===== config.mk =====
export PLATFORM = sky130hd
export DESIGN_NAME = uart_tx_fifo1
export DESIGN_NICKNAME = d
export VERILOG_FILES = /design/src/rtl/uart_tx_fifo1.sv
export SDC_FILE = /design/constraint.sdc
export NUM_CORES = 1
export LEC_CHECK = 0
export CAP_MARGIN = 0
export CORE_AREA = 2 2 57 59
export DETAILED_ROUTE_END_ITERATION = 10
export DIE_AREA = 0 0 59 61
export PLACE_DENSITY = 0.84
export SLEW_MARGIN = 20
export SYNTH_ARGS = -nofsm -noshare
export SYNTH_HDL_FRONTEND = slang
export SYNTH_SLANG_ARGS = --single-unit

===== constraint.sdc =====
create_clock -name i_Clock -period 4.8 [get_ports i_Clock]
set_input_delay 0.48 -clock i_Clock [delete_from_list [all_inputs] [get_ports i_Clock]]
set_output_delay 0.48 -clock i_Clock [all_outputs]
set_load 0.01 [all_outputs]

===== src/rtl/uart_tx_fifo1.sv =====
// UART transmitter with configurable width, parity and stop bits, plus a
// one-entry holding register so back-to-back frames leave no idle gap.
module uart_tx_fifo1 #(
  parameter int CLKS_PER_BIT = 217,
  parameter int DATA_BITS    = 8,
  parameter int PARITY       = 0,
  parameter int STOP_BITS    = 1
) (
  input  logic                 i_Clock,
  input  logic                 i_Rst_L,
  input  logic                 i_TX_DV,
  input  logic [DATA_BITS-1:0] i_TX_Data,
  output logic                 o_TX_Ready,
  output logic                 o_TX_Active,
  output logic                 o_TX_Serial,
  output logic                 o_TX_Done
);

  if (CLKS_PER_BIT < 2) begin : g_bad_clks
    $fatal(1, "uart_tx_fifo1: CLKS_PER_BIT must be >= 2");
  end
  if (DATA_BITS < 5 || DATA_BITS > 9) begin : g_bad_data
    $fatal(1, "uart_tx_fifo1: DATA_BITS must be 5..9");
  end
  if (PARITY < 0 || PARITY > 2) begin : g_bad_parity
    $fatal(1, "uart_tx_fifo1: PARITY must be 0, 1 or 2");
  end
  if (STOP_BITS < 1 || STOP_BITS > 2) begin : g_bad_stop
    $fatal(1, "uart_tx_fifo1: STOP_BITS must be 1 or 2");
  end

  localparam int CW = $clog2(CLKS_PER_BIT) + 1;
  localparam logic [CW-1:0] LAST_CNT  = CW'(CLKS_PER_BIT - 1);
  localparam logic [3:0]    LAST_DATA = 4'(DATA_BITS - 1);
  localparam logic [3:0]    LAST_STOP = 4'(STOP_BITS - 1);
  localparam logic          HAS_PAR   = (PARITY != 0);
  localparam logic          ODD_PAR   = (PARITY == 2);

  typedef enum logic [2:0] {
    S_IDLE,
    S_START,
    S_DATA,
    S_PARITY,
    S_STOP
  } state_t;

  state_t               state, state_n;
  logic [CW-1:0]        cnt, cnt_n;
  logic [3:0]           idx, idx_n;
  logic [DATA_BITS-1:0] shifter;
  logic [DATA_BITS-1:0] hold_data;
  logic                 hold_full;
  logic                 par_bit;
  logic                 done;
  logic                 done_n;
  logic                 load;
  logic                 shift;
  logic                 serial;
  logic                 bit_end;

  assign bit_end = (cnt == LAST_CNT);

  always_comb begin
    state_n = state;
    cnt_n   = cnt + 1'b1;
    idx_n   = idx;
    load    = 1'b0;
    shift   = 1'b0;
    done_n  = 1'b0;
    serial  = 1'b1;
    case (state)
      S_IDLE: begin
        cnt_n = '0;
        idx_n = '0;
        if (hold_full) begin
          state_n = S_START;
          load    = 1'b1;
        end
      end
      S_START: begin
        serial = 1'b0;
        if (bit_end) begin
          cnt_n   = '0;
          idx_n   = '0;
          state_n = S_DATA;
        end
      end
      S_DATA: begin
        serial = shifter[0];
        if (bit_end) begin
          cnt_n = '0;
          shift = 1'b1;
          if (idx == LAST_DATA) begin
            idx_n   = '0;
            state_n = HAS_PAR ? S_PARITY : S_STOP;
          end else begin
            idx_n = idx + 1'b1;
          end
        end
      end
      S_PARITY: begin
        serial = par_bit;
        if (bit_end) begin
          cnt_n   = '0;
          idx_n   = '0;
          state_n = S_STOP;
        end
      end
      S_STOP: begin
        if (bit_end) begin
          cnt_n = '0;
          if (idx == LAST_STOP) begin
            // Frame ends here; a queued word starts its START bit on this same edge.
            idx_n  = '0;
            done_n = 1'b1;
            if (hold_full) begin
              state_n = S_START;
              load    = 1'b1;
            end else begin
              state_n = S_IDLE;
            end
          end else begin
            idx_n = idx + 1'b1;
          end
        end
      end
      default: begin
        state_n = S_IDLE;
        cnt_n   = '0;
        idx_n   = '0;
      end
    endcase
  end

  always_ff @(posedge i_Clock) begin
    if (!i_Rst_L) begin
      state <= S_IDLE;
      cnt   <= '0;
      idx   <= '0;
      done  <= 1'b0;
    end else begin
      state <= state_n;
      cnt   <= cnt_n;
      idx   <= idx_n;
      done  <= done_n;
    end
  end

  // Parity is taken from the word as it enters the shifter, before shifting starts.
  always_ff @(posedge i_Clock) begin
    if (!i_Rst_L) begin
      shifter <= '0;
      par_bit <= 1'b0;
    end else if (load) begin
      shifter <= hold_data;
      par_bit <= (^hold_data) ^ ODD_PAR;
    end else if (shift) begin
      shifter <= shifter >> 1;
    end
  end

  always_ff @(posedge i_Clock) begin
    if (!i_Rst_L) begin
      hold_full <= 1'b0;
      hold_data <= '0;
    end else if (load) begin
      hold_full <= 1'b0;
    end else if (i_TX_DV && !hold_full) begin
      hold_full <= 1'b1;
      hold_data <= i_TX_Data;
    end
  end

  assign o_TX_Ready  = !hold_full;
  assign o_TX_Active = (state != S_IDLE);
  assign o_TX_Serial = serial;
  assign o_TX_Done   = done;

endmodule


Word-level counts from Yosys, hierarchy flattened
Index checks and enable logic that the tools add are counted.
Word-level totals
  word-level logic and storage cells: 67
  register bits: 35
  input bits: 11
  output and inout bits: 4
Operators by class
  muxes and demuxes: 25
  reductions and logical operators: 15
  eq/ne operators: 14
  add/sub/neg operators: 2
  bitwise operators: 3
Operators with widths (number)
  $mux W3: 7
  $mux W4: 5
  $mux W8: 2
  $pmux W3 S5: 1
  $ne A2 B2 Y1 const B: 7
  $pmux W4 S3: 1
  $add A9 B1 Y9 const B: 1
  $eq A9 B8 Y1 const B: 1
  $reduce_xor A8 Y1: 1
  $mux W1: 7
  $reduce_and A7 Y1: 1
  $eq A3 B2 Y1 const B: 2
  $reduce_and A3 Y1: 2
  $add A4 B1 Y4 const B: 1
  $eq A4 B3 Y1 const B: 1
  $logic_not A4 Y1: 1
  $reduce_or A2 Y1: 2
  $reduce_or A4 Y1: 1
  $eq A3 B1 Y1 const B: 1
  $eq A3 B3 Y1 const B: 1
  $logic_not A3 Y1: 1
  $not A1 Y1: 3
  $pmux W1 S3: 1
  $reduce_bool A3 Y1: 1
  other kinds (7): 7

Depth between registers and ports, before layout
  word-level depth: 6
  depth in mapped cells: 8
  gate-level depth less buffers: 6

Worst setup path before layout
OpenSTA, ideal clock, no wires.
  path type: register to register
  from: register idx[0]
  to: register par_bit
  data required time: 4.684 ns
  cell stages (with the launch flop): 8
  buffers on the path: 1
  clock period less this slack: 1.806 ns
  library setup time: 0.116 ns
  arrival: 1.690 ns
  setup slack: 2.994 ns
  cells stage by stage: dfxtp_1 > inv_1 > ha_1 > nor3b_1 > o2bb2ai_2 > or3_1 > buf_2 > o211a_1
Between the ends
  longest elaborated chain between the ends: 4
RTL lines
  start, declared: RTL line 49  | logic [3:0] idx, idx_n;
  start signal, assigned: RTL line 144  | idx <= idx_n;
  $logic_not A4 Y1: RTL line 112  | if (idx == LAST_STOP) begin
  $mux W1: RTL line 112
  $mux W1: RTL line 110  | if (bit_end) begin
  $pmux W1 S2: RTL line 71  | case (state)
  end signal, assigned: RTL line 156  | par_bit <= (^hold_data) ^ ODD_PAR;
  end, declared: RTL line 53  | logic par_bit;
Every way passes these cells.
A chain may end at the register's enable or synchronous reset.

Final worst setup path
  from: register state[1]
  to: output port o_TX_Serial
Between the ends
  longest elaborated chain between the ends: 2
  elaborated cells on any way between the ends: 4
  those cells by class: 3 x eq/ne; 1 x mux
RTL lines
  start, declared: RTL line 47  | state_t state, state_n;
  start signal, assigned: RTL line 142  | state <= state_n;
  $eq A3 B2 Y1 or $eq A3 B1 Y1 (tied branches): RTL line 71
  $pmux W1 S3 (*): RTL line 71
  end, declared: RTL line 15  | output logic o_TX_Serial,
Mark *: on every way between the ends. The rest lies on a longest branch, timed or not.

==> qor.csv <==
metric;value;unit
mux cell area share after synthesis;0.0922;
post-synthesis sequential area ratio;0.403;
MaxCap Viol Count;0;
vias per cell;5.99;
Max IR drop VDD;216;µV
Worst Tran Pin Value;0.893;ns
Worst Path Required;4.32;ns
final setup fails;0;
CP Max Fanout;11;
Synth Area per Inst;9.55;µm²
most frequent cell after synthesis;dfxtp_1;
CP Launch Type;flip-flop;
Post-synth EDFFs;0;
Setup crit end kind;primary output;
Initial DRC Count;63;
synth-to-layout area growth;9.22;%
crit path time final;2.41;ns
setup TNS;0;ns
1st-pass router iterations;4;
initial antenna violation count;0;
placed cell area;1840;µm²
Total Routing Usage GR;0.212;
post-synthesis simple-gate area fraction;0.189;
CTS Buf Count;5;
Leakage;0.748;nW
Clock Skew;0.00453;ns
slew margin rel.;0.403;
post-layout util;0.643;
vias in the first global route;1244;
FFs w/ async S/R, synth;0;
Final Instance Area;1900;µm²
core area;2950;µm²
hold buffers post-CTS;0;
die height;61;µm
clock transition at the registers of the reported paths;0.10;ns
f_max;0.414;GHz
clock sinks;35;
die area;3600;µm²
internal reg-to-reg setup slack;2.57;ns
final worst-path cycle share;0.503;
Mapped Cells;182;
postcts setup bufs;0;
# DRC;0;
synthesized area;1740;µm²
outcome;finished, final reports clean;
cell row count;20;
post-synthesis compound-gate area fraction;0.148;
Hold Path Class;flip-flop to flip-flop;
H-tree depth;2;
Pwr Density;332;nW/µm²
Buffers on Ports;14;
Synth Area in XOR/XNOR;0.0806;
Unique masters post-synth;44;
gp weighted congestion;0.857;
Top FF cell, synth;dfxtp_1;
layout cells sized above 1;0.0833;
setup repair after global routing missed its margin;no;
Initial Util;0.589;
final wirelength;3400;µm
TritonCTS clock tree;done;
post-CTS resize count;0;
largest net degree at the start of global routing;21;
n_diodes;0;
area share of the largest cell type after synthesis;0.403;
Yosys reg bits;35;
Antenna Nets Post-Route;0;
Commonest cells post-synth;35 x dfxtp_1, 21 x nor2_1, 16 x mux2i_1, 13 x a21oi_1;
syn_nets;197;
IO Count;15;
Synth area leaders;dfxtp_1 40%, mux2i_1 9.2%, nor2_1 4.5%;
maximum clock path buffer count;2;
Hold Vio Cnt, Final;0;
post-synthesis adder-cell area fraction;0.0288;
Root Driver;clkbuf_4;
global route total overflow;0;
dpl hpwl;2510;µm
Critical Path AT;1.93;ns
Slew Limit Fails;0;
mean routed wirelength per cell;15.1;µm
chip width;59;µm
largest family of logic cells by synthesized area;simple AND/OR/NAND/NOR gates;
clk_lat worst skew;0.34;ns
critical path type;flip-flop to primary output;
largest area contributor in the netlist;dfxtp_1;
via count;1347;
synth warn;0;
Final Net Count;207;
global-route wire length before repair;5600;µm
path summary, 6_finish.rpt:
check | from | end | cells after the start
hold reg to reg | cnt[0]$_SDFF_PP0_ | cnt[0]$_SDFF_PP0_ | 1
hold / removal | cnt[0]$_SDFF_PP0_ | cnt[0]$_SDFF_PP0_ | 1
setup / recovery | state[1]$_SDFFE_PN0P_ | o_TX_Serial | 4
setup reg to reg | idx[0]$_SDFFE_PN0P_ | par_bit$_SDFFE_PN0P_ | 6
stage by stage:
step / power [mW] / instances / worst slack, ns / hold slack [ns]
finish: 0.631 / 225 / 2.39 / 0.500
CTS: 0.637 / 225 / 2.39 / 0.498
detailed placement: 0.475 / 218 / 2.55 / 0.477
global placement: 0.467 / 218 / 2.70 / 0.474
global route: 0.662 / 225 / 2.30 / 0.524
floorplan: 0.449 / 182 / 2.99 / 0.446
report_power, final:
part | total [mW] | internal (mW) | leakage (nW) | switching, mW
combinational | 0.137 | 0.0632 | 0.429 | 0.0739
sequential | 0.332 | 0.312 | 0.285 | 0.0200
clock | 0.162 | 0.0678 | 0.0341 | 0.0937
layer usage:
metal / GRT usage / vias up / wire, µm
li1: - / 670 / -
met1: 0.236 / 621 / 1380
met2: 0.381 / 48 / 1790
met3: 0.0576 / 8 / 172
met4: 0.0909 / 0 / 65
met5: 0 / - / 0
cell type report:
| cell class | instances | area, µm² |
|---|---|---|
| sequential | 35 | 701 |
| clock inverter | 1 | 5.00 |
| fill | 253 | 1050 |
| clock buffer | 6 | 51.3 |
| inverter | 6 | 22.5 |
| tap | 33 | 41.3 |
| timing repair buffer | 14 | 140 |
| multi-input combinational | 130 | 937 |
cells in the final DEF, fill, tap and decap left out, drive strengths merged, types with 2 or more instances in the layout:
cell type,netlist,final
clkdlybuf4s50,0,14
nand4b,2,2
ha,4,4
o21ai,6,6
dfxtp,35,35
nor2,21,21
nand4,3,3
clkbuf,3,6
and3,2,2
nor3b,3,3
inv,6,6
xor2,8,8
nand3,6,6
nand2,9,9
a21oi,14,14
or3,3,3
mux2i,16,16
o21bai,2,2
nor3,2,2
o41ai,7,7
xnor2,8,8
worst max-delay path, stage by stage (launching register included):
cell             delay, ns
dfxtp_1               0.54
nor3b_1               0.24
a21oi_1               0.05
or2_2                 0.28
clkdlybuf4s50_1       0.48
flip-flops by register name, indices dropped and copies added, names as in the netlist:
register / cells
cnt: 9
hold_data: 8
hold_full: 1
idx: 4
o_TX_Done: 1
par_bit: 1
shifter: 8
state: 3
kinds of logic after synthesis:
group / count (synthesis)
AND/OR/NAND/NOR: 59
buffers and inverters: 17
AO/OA/AOI/OAI: 35
adder cells (fa/ha/maj): 4
multiplexers: 16
flip-flops: 35
XOR/XNOR: 16
No activity file was read; power rests on OpenSTA's default activity.
